[src/rtl/atc_pkg.sv]
// Shared definitions for the ATC serial command receiver and reply transmitter.
package atc_pkg;

    typedef enum logic [2:0] {
        IDLE,
        START,
        DATA,
        PARITY,
        STOP
    } tx_state_t;

    localparam int DEFAULT_CLKS_PER_BIT = 217;

    // Wide enough for the largest legal bit period (4095 clocks).
    localparam int BAUD_CNT_W = 12;

    localparam int FRAME_BITS_PARITY    = 11;
    localparam int FRAME_BITS_NO_PARITY = 10;

    function automatic int frame_clocks(input int clks_per_bit, input bit parity_en);
        return clks_per_bit * (parity_en ? FRAME_BITS_PARITY : FRAME_BITS_NO_PARITY);
    endfunction

endpackage

[src/rtl/atc_baud_gen.sv]
// Bit-period timer: counts 0..CLKS_PER_BIT-1, pulses bit_done on the last count,
// and is held/cleared by restart so each FSM state starts on a fresh bit period.
module atc_baud_gen
    import atc_pkg::*;
#(
    parameter int CLKS_PER_BIT = DEFAULT_CLKS_PER_BIT
) (
    input  logic clock,
    input  logic reset,
    input  logic restart,
    output logic bit_done
);

    localparam logic [BAUD_CNT_W-1:0] LAST_CNT = BAUD_CNT_W'(CLKS_PER_BIT - 1);

    logic [BAUD_CNT_W-1:0] baud_cnt_reg;

    always_ff @(posedge clock) begin
        if (reset || restart) begin
            baud_cnt_reg <= '0;
        end else if (baud_cnt_reg == LAST_CNT) begin
            baud_cnt_reg <= '0;
        end else begin
            baud_cnt_reg <= baud_cnt_reg + 1'b1;
        end
    end

    assign bit_done = (baud_cnt_reg == LAST_CNT);

endmodule

[src/rtl/atc_uart_tx.sv]
// 8N1 serial transmitter with a one-entry holding buffer and gapless back-to-back frames.
// Defining ATC_UART_PARITY_EN adds an even parity bit (8E1 frames).
module atc_uart_tx
    import atc_pkg::*;
#(
    parameter int CLKS_PER_BIT = DEFAULT_CLKS_PER_BIT
) (
    input  logic       clock,
    input  logic       reset,
    input  logic [7:0] data,
    input  logic       send,
    output logic       ready,
    output logic       tx,
    output logic       sending
);

    tx_state_t  state_reg, state_next;
    logic [7:0] buf_data_reg, buf_data_next;
    logic       buf_valid_reg, buf_valid_next;
    logic [7:0] shreg_reg, shreg_next;
    logic [2:0] bit_idx_reg, bit_idx_next;
    logic       tx_reg, tx_next;
`ifdef ATC_UART_PARITY_EN
    logic       parity_reg, parity_next;
`endif
    logic       bit_done;
    logic       restart;
    logic       load;
    logic       accept;

    atc_baud_gen #(
        .CLKS_PER_BIT(CLKS_PER_BIT)
    ) u_baud_gen (
        .clock   (clock),
        .reset   (reset),
        .restart (restart),
        .bit_done(bit_done)
    );

    always_comb begin
        state_next     = state_reg;
        shreg_next     = shreg_reg;
        bit_idx_next   = bit_idx_reg;
        buf_data_next  = buf_data_reg;
        buf_valid_next = buf_valid_reg;
        load           = 1'b0;
        accept         = send && !buf_valid_reg;
`ifdef ATC_UART_PARITY_EN
        parity_next    = parity_reg;
`endif

        case (state_reg)
            IDLE: begin
                if (buf_valid_reg) begin
                    load = 1'b1;
                end
            end
            START: begin
                if (bit_done) begin
                    state_next = DATA;
                end
            end
            DATA: begin
                if (bit_done) begin
                    if (bit_idx_reg == 3'd7) begin
                        bit_idx_next = 3'd0;
`ifdef ATC_UART_PARITY_EN
                        state_next   = PARITY;
`else
                        state_next   = STOP;
`endif
                    end else begin
                        shreg_next   = {1'b0, shreg_reg[7:1]};
                        bit_idx_next = bit_idx_reg + 3'd1;
                    end
                end
            end
`ifdef ATC_UART_PARITY_EN
            PARITY: begin
                if (bit_done) begin
                    state_next = STOP;
                end
            end
`endif
            STOP: begin
                // A byte already waiting starts immediately, with no idle cycle.
                if (bit_done) begin
                    if (buf_valid_reg) begin
                        load = 1'b1;
                    end else begin
                        state_next = IDLE;
                    end
                end
            end
            default: begin
                state_next = IDLE;
            end
        endcase

        if (load) begin
            state_next     = START;
            shreg_next     = buf_data_reg;
            bit_idx_next   = 3'd0;
            buf_valid_next = 1'b0;
`ifdef ATC_UART_PARITY_EN
            parity_next    = ^buf_data_reg;
`endif
        end

        if (accept) begin
            buf_valid_next = 1'b1;
            buf_data_next  = data;
        end

        // Every state entry starts a fresh bit period; IDLE keeps the timer parked.
        restart = (state_next != state_reg) || (state_reg == IDLE);

        case (state_next)
            IDLE:    tx_next = 1'b1;
            START:   tx_next = 1'b0;
            DATA:    tx_next = shreg_next[0];
`ifdef ATC_UART_PARITY_EN
            PARITY:  tx_next = parity_next;
`endif
            STOP:    tx_next = 1'b1;
            default: tx_next = 1'b1;
        endcase
    end

    always_ff @(posedge clock) begin
        if (reset) begin
            state_reg     <= IDLE;
            buf_data_reg  <= '0;
            buf_valid_reg <= 1'b0;
            shreg_reg     <= '0;
            bit_idx_reg   <= '0;
            tx_reg        <= 1'b1;
`ifdef ATC_UART_PARITY_EN
            parity_reg    <= 1'b0;
`endif
        end else begin
            state_reg     <= state_next;
            buf_data_reg  <= buf_data_next;
            buf_valid_reg <= buf_valid_next;
            shreg_reg     <= shreg_next;
            bit_idx_reg   <= bit_idx_next;
            tx_reg        <= tx_next;
`ifdef ATC_UART_PARITY_EN
            parity_reg    <= parity_next;
`endif
        end
    end

    assign tx      = tx_reg;
    assign ready   = !buf_valid_reg;
    assign sending = (state_reg != IDLE);

endmodule

[config.mk]
export PLATFORM = sky130hd
export DESIGN_NAME = atc_uart_tx
export DESIGN_NICKNAME = d
export VERILOG_FILES = /design/src/rtl/atc_pkg.sv /design/src/rtl/atc_baud_gen.sv /design/src/rtl/atc_uart_tx.sv
export SDC_FILE = /design/constraint.sdc
export NUM_CORES = 1
export LEC_CHECK = 0
export ABC_AREA = 1
export CAP_MARGIN = 20
export CORE_UTILIZATION = 35
export CTS_CLUSTER_SIZE = 14
export DETAILED_ROUTE_END_ITERATION = 6
export GPL_TIMING_DRIVEN = 0
export HOLD_SLACK_MARGIN = 0.1
export SLEW_MARGIN = 10
export SYNTH_ARGS = -nofsm -noshare
export SYNTH_HDL_FRONTEND = slang
export SYNTH_SLANG_ARGS = --single-unit
[constraint.sdc]
create_clock -name clock -period 2.17 [get_ports clock]
set_input_delay 0.651 -clock clock [delete_from_list [all_inputs] [get_ports clock]]
set_output_delay 0.651 -clock clock [all_outputs]
set_load 0.05 [all_outputs]
==> impl_metrics.py, run 1 <==
metrics = {
    "timing": {
        "relSlewSlack_pct": 67.04,
        "whs_ns": 0.4433,
        "hold_viol": 0,
        "rsz0062_at_grt": "no",
        "setup_violations": 0,
        "final.setup_skew_ns": 0.006786,
        "fmax_mhz": 487.4,
        "worst_pin_slew_ns": 0.4929,
        "setup_tns_ns": 0,
        "period_share_pct": 94.55,
        "maxSlewViolCount": 0,
        "fin_crit_ns": 2.052,
    },
    "clock_tree": {
        "htreeDepth": 2,
        "cts-root-buf": "clkbuf_8",
        "numCtsBuffers": 5,
        "postCtsHoldBufs": 0,
        "cts_tree": "done",
        "clk_path_buf_depth": 2,
        "clk_pin_slew_ns": 0.07,
        "clk_latency_ns": 0.29,
        "post_cts_buffers": 0,
        "numClockSinks": 36,
    },
    "global_route": {
        "groute.usage.overall_pct": 14.51,
        "grt_pass1_vias": 1372,
        "grt_first_pass_wirelength_um": 6009,
        "antenna_found_initial": 0,
        "grt_max_degree": 12,
        "overflow": 0,
    },
    "hold_path": {
        "hold_class": "reg -> reg",
        "hold_end": "u_baud_gen.baud_cnt_reg[0]$_SDFF_PP0_",
        "hold_depth": 1,
        "min_from": "u_baud_gen.baud_cnt_reg[0]$_SDFF_PP0_",
    },
    "place": {
        "io_buffers": 13,
        "place_inst": 321,
        "place_hpwl_um": 2455,
        "placed_cell_area_um2": 1993,
        "gp_congestion": 0.8658,
    },
    "final_layout": {
        "largest_reg_flops": 12,
        "diodes": 0,
        "final_cell_area_um2": 2083,
        "syn_to_final_growth_pct": 17.09,
        "fin_nets": 276,
        "final_cell_count_no_fill": 329,
        "post_route_cells_drive_above_1_share_pct": 14.89,
    },
    "critical_path": {
        "cp_data_required_time_ns": 1.52,
        "rrSetupSlack_ns": 0.41,
        "worst_setup_path_start_kind": "flop",
        "critPathCaptureType": "output pin",
        "slowest_delay_ns": 0.53,
        "critPathMaxFanout": 3,
        "path_depth": 3,
        "regToRegEndpoint": "tx$_SDFF_PP1_",
        "r2r_cells": 11,
        "reg2reg_from": "u_baud_gen.baud_cnt_reg[0]$_SDFF_PP0_",
        "cp_slowest_cell": "dlygate4sd2_1",
        "crit_chain": "inv_1, nand2_1, dlygate4sd2_1",
        "crit_family": "buffers and inverters",
        "path_buf_inv": 2,
        "cp.arrival_ns": 1.40,
        "criticalPathCategory": "reg -> out",
    },
    "synthesis": {
        "ys_types": 26,
        "yosysMostFrequentCell": "nor2_1",
        "syn-num-nets": 256,
        "synth_edf_count": 0,
        "yosys-top-cells-count": "49 x nor2_1, 36 x dfxtp_1, 34 x nand2_1",
        "synth_area_leaders": "dfxtp_1 41%, nor2_1 10%, nand2_1 7.2%, nand3_1 5.3%, inv_1 5.3%",
        "synth_seq_cells": 36,
        "synthArstFlopShare_pct": 0,
        "ys.flop_type": "dfxtp_1",
        "netlist.area_leader.share_pct": 40.51,
        "syn_avg_cell_area_um2": 7.383,
        "synth_top_cell_by_area": "dfxtp_1",
        "synthCells": 241,
        "synth_seq_area_share_pct": 40.51,
        "yosys_warnings": 0,
        "synth.cell_area_um2": 1779,
    },
    "floorplan": {
        "rows": 25,
        "dieArea_um2": 5373,
        "die_w_um": 73.30,
        "start_util_pct": 36.94,
        "die_h_um": 73.30,
        "coreArea_um2": 4817,
        "ios": 14,
    },
    "flow_run": {
        "maxCapViolations": 0,
    },
    "power": {
        "peakVddDrop_uv": 325.9,
        "p_leak_nw": 0.8453,
        "pwr_density_cell_nw_per_um2": 658.6,
        "power.total_mw": 1.372,
    },
    "detailed_routing": {
        "drt_iter0_drc": 60,
        "drc": 0,
        "routed_via_density": 4.331,
        "num_vias": 1425,
        "wire_per_inst_um": 9.985,
        "routed_wl_um": 3285,
        "ant_nets": 0,
        "firstDrtPassIters": 4,
    },
    "outcome": {
        "outcome": "finished clean",
    },
}
[cells in the final DEF (no fill, tap or decap)]
cell type,Yosys,routed
nor2_1,49,49
dfxtp_1,36,36
nand2_1,34,34
inv_1,25,25
nand3_1,19,19
o21ai_0,14,14
nor2_2,12,12
clkdlybuf4s50_1,0,11
xor2_1,9,9
inv_2,6,6
nor3_1,6,6
clkbuf_8,0,6
a21oi_1,5,5
ha_1,4,4
nand2_4,3,3
nand4_1,3,3
nand2_2,2,2
nor2_4,2,2
buf_6,2,2
nor4_1,2,2
clkinv_2,0,2
dlygate4sd2_1,0,2
nand3_4,1,1
nor2_8,1,1
or2_1,1,1
clkbuf_1,1,1
nor3_2,1,1
nand3_2,1,1
a211oi_1,1,1
xnor2_1,1,1
[metrics by stage]
step / utilization, % / setup WS (ns)
detailed placement: 41.38 / 0.03179
global placement: 41.38 / 0.04091
global route: 43.25 / 0.06358
CTS: 43.25 / 0.1028
floorplan: - / 0.5682
finish: 43.25 / 0.1182
[area by class of cell]
class | count | area (um2)
clock inverters | 2 | 10.01
clock buffers | 6 | 82.58
multi-input cells | 171 | 915.9
plain buffers | 3 | 26.28
flip-flops and latches | 36 | 720.7
repair buffers | 13 | 127.6
fillers | 514 | 2734
inverters | 31 | 116.4
well taps | 67 | 83.83
[worst max path at each step]
stage                                                startpoint                           end
after CTS                               state_reg[2]$_SDFF_PP0_                       sending
after global placement                                    reset  buf_data_reg[5]$_SDFFE_PP0P_
final                                   state_reg[2]$_SDFF_PP0_                       sending
after floorplan           u_baud_gen.baud_cnt_reg[0]$_SDFF_PP0_                 tx$_SDFF_PP1_
after global routing                    state_reg[2]$_SDFF_PP0_                       sending
after detailed placement                                  reset     shreg_reg[5]$_SDFFE_PP0P_
[timing repair]
item,in CTS,in global routing
endpoints found under the hold margin,0,0
resized for setup,2,0
setup endpoints to repair,2,0
[routing by layer]
metal | wire length, um | up-vias | global-route usage [%]
met3 | 112 | 5 | 3.841
met5 | 0 | - | 0
met2 | 1336 | 20 | 21.60
met1 | 1795 | 602 | 20.22
li1 | - | 798 | -
met4 | 40 | 0 | 5.128
[power breakdown]
part / total, mW / switching, mW / internal [mW]
Combinational: 0.174 / 0.107 / 0.0663
Clock: 0.489 / 0.236 / 0.253
Sequential: 0.709 / 0.0167 / 0.692
[cell families (layout without fill, tap and decap cells)]
family                     Yosys count  count (layout)  share of synthesized area (%)
and+or+nand+nor                    137             137                          37.97
AOI/OAI and AO/OA                   20              20                          5.767
adders and majority gates            4               4                          2.813
DFF                                 36              36                          40.51
xor gates and xnor gates            10              10                          4.923
buffers and inverters               34              55                          8.016
No activity file was read; power rests on OpenSTA's default activity.
==> run 2, diff against run 1 <==
- CORE_MARGIN: unset -> 3
- SKIP_LAST_GASP: unset -> 1
==> impl_metrics.py, run 2 (same netlist as run 1, synthesis figures left out) <==
metrics = {
    "power": {
        "pwr_density_cell_nw_per_um2": 664.5,
        "p_leak_nw": 0.8372,
        "peakVddDrop_uv": 324.2,
    },
    "critical_path": {
        "critPathMaxFanout": 3,
        "critPathCaptureType": "output pin",
        "crit_chain": "inv_1, nand2_1, clkdlybuf4s15_1",
        "criticalPathCategory": "reg -> out",
        "worst_setup_path_start_kind": "flop",
        "cp_slowest_cell": "clkdlybuf4s15_1",
        "cp_data_required_time_ns": 1.52,
        "cp.arrival_ns": 1.41,
        "slowest_delay_ns": 0.50,
    },
    "detailed_routing": {
        "firstDrtPassIters": 4,
        "routed_via_density": 4.492,
        "drc": 0,
        "routed_wl_um": 3434,
        "drt_iter0_drc": 37,
        "wire_per_inst_um": 10.44,
        "num_vias": 1478,
        "ant_nets": 0,
    },
    "timing": {
        "final.setup_skew_ns": 0.003613,
        "maxSlewViolCount": 0,
        "setup_violations": 0,
        "period_share_pct": 95.04,
        "worst_pin_slew_ns": 0.4968,
        "fin_crit_ns": 2.062,
        "hold_viol": 0,
        "setup_tns_ns": 0,
        "fmax_mhz": 484.9,
        "relSlewSlack_pct": 66.77,
        "rsz0062_at_grt": "no",
    },
    "clock_tree": {
        "cts_tree": "done",
        "cts-root-buf": "clkbuf_8",
        "clk_pin_slew_ns": 0.07,
        "numCtsBuffers": 5,
        "htreeDepth": 2,
        "clk_path_buf_depth": 2,
        "post_cts_buffers": 0,
        "numClockSinks": 36,
        "clk_latency_ns": 0.29,
    },
    "floorplan": {
        "ios": 14,
        "coreArea_um2": 4817,
        "start_util_pct": 36.94,
        "die_h_um": 77.30,
        "die_w_um": 77.30,
        "rows": 25,
        "dieArea_um2": 5975,
    },
    "outcome": {
        "outcome": "finished clean",
    },
    "flow_run": {
        "maxCapViolations": 0,
    },
    "final_layout": {
        "diodes": 0,
        "largest_reg_flops": 12,
        "final_common_cell": "nor2_1",
        "syn_to_final_growth_pct": 17.02,
        "mostFrequentLayoutCells": "49 x nor2_1, 36 x dfxtp_1, 34 x nand2_1",
        "post_route_cells_drive_above_1_share_pct": 14.12,
        "utilization_pct": 43.22,
        "n_fill_cell": 549,
        "fin_nets": 276,
    },
    "global_route": {
        "grt_pass1_vias": 1414,
        "grt_max_degree": 11,
        "overflow": 0,
        "antenna_found_initial": 0,
        "grt_first_pass_wirelength_um": 6216,
        "groute.usage.overall_pct": 13.06,
    },
    "place": {
        "place_hpwl_um": 2501,
        "io_buffers": 13,
        "gp_congestion": 0.8003,
    },
    "hold_path": {
        "hold_class": "reg -> reg",
    },
}
## run 2: cell count changes in the layout (fill, tap and decap cells not counted)
cell             previous run  this run
dlygate4sd2_1               2         1
clkbuf_1                    1         3
clkdlybuf4s15_1             0         1
clkinv_2                    2         0
## run 2: through the flow
step                      hold WS, ns  cell area, um2  power (mW)  cells  setup WS, ns
after global routing           0.4939            2082       1.454    329       0.02043
after floorplan                0.4173            1779      0.8454    241        0.5682
after global placement         0.4416            1993      0.8996    321       0.03968
after CTS                      0.4553            2081       1.401    329       0.07823
after detailed placement       0.4444            1993      0.9008    321       0.03441
final                          0.4465            2082       1.384    329        0.1077
## run 2: metal layers
metal	GRT usage, %	routed length [um]	vias to the layer above
met5	0	0	-
met4	6.940	84	0
met3	3.521	100	7
met2	18.91	1423	18
met1	17.54	1826	652
li1	-	-	801
## run 2: power breakdown
part	total [mW]	internal (mW)	switching (mW)
clock network	0.499	0.259	0.240
logic	0.175	0.0666	0.109
registers	0.709	0.692	0.0170
total	1.38	1.02	0.366
## run 2: worst max-delay path: cells and delay by family, from the launching register on
| family | cells | cell delay [ns] |
|---|---|---|
| flops | 1 | 0.42 |
| simple gates | 1 | 0.10 |
| buf+inv | 2 | 0.60 |
## run 2: what timing repair did
action | CTS | global route
setup endpoints to repair | 2 | 1
hold endpoints to repair | 0 | 0
hold buffers | 0 | 0
resized for setup | 2 | 1
## run 2: worst paths after layout
check                                              from                                     to  slack [ns]  depth (start not counted)
setup / recovery                state_reg[2]$_SDFF_PP0_                                sending        0.11                          3
hold / removal    u_baud_gen.baud_cnt_reg[0]$_SDFF_PP0_  u_baud_gen.baud_cnt_reg[0]$_SDFF_PP0_        0.45                          1
setup reg to reg  u_baud_gen.baud_cnt_reg[0]$_SDFF_PP0_                          tx$_SDFF_PP1_        0.38                         11
hold reg to reg   u_baud_gen.baud_cnt_reg[0]$_SDFF_PP0_  u_baud_gen.baud_cnt_reg[0]$_SDFF_PP0_        0.45                          1
## run 2: layout make-up
type / instances / area [um2] / share of cell area, %
Inverter: 31 / 116.4 / 5.589
Clock buffer: 8 / 90.09 / 4.327
Timing Repair Buffer: 13 / 128.9 / 6.190
Sequential cell: 36 / 720.7 / 34.62
Tap cell: 67 / 83.83 / 4.026
Buffer: 3 / 26.28 / 1.262
Multi-Input combinational cell: 171 / 915.9 / 43.99
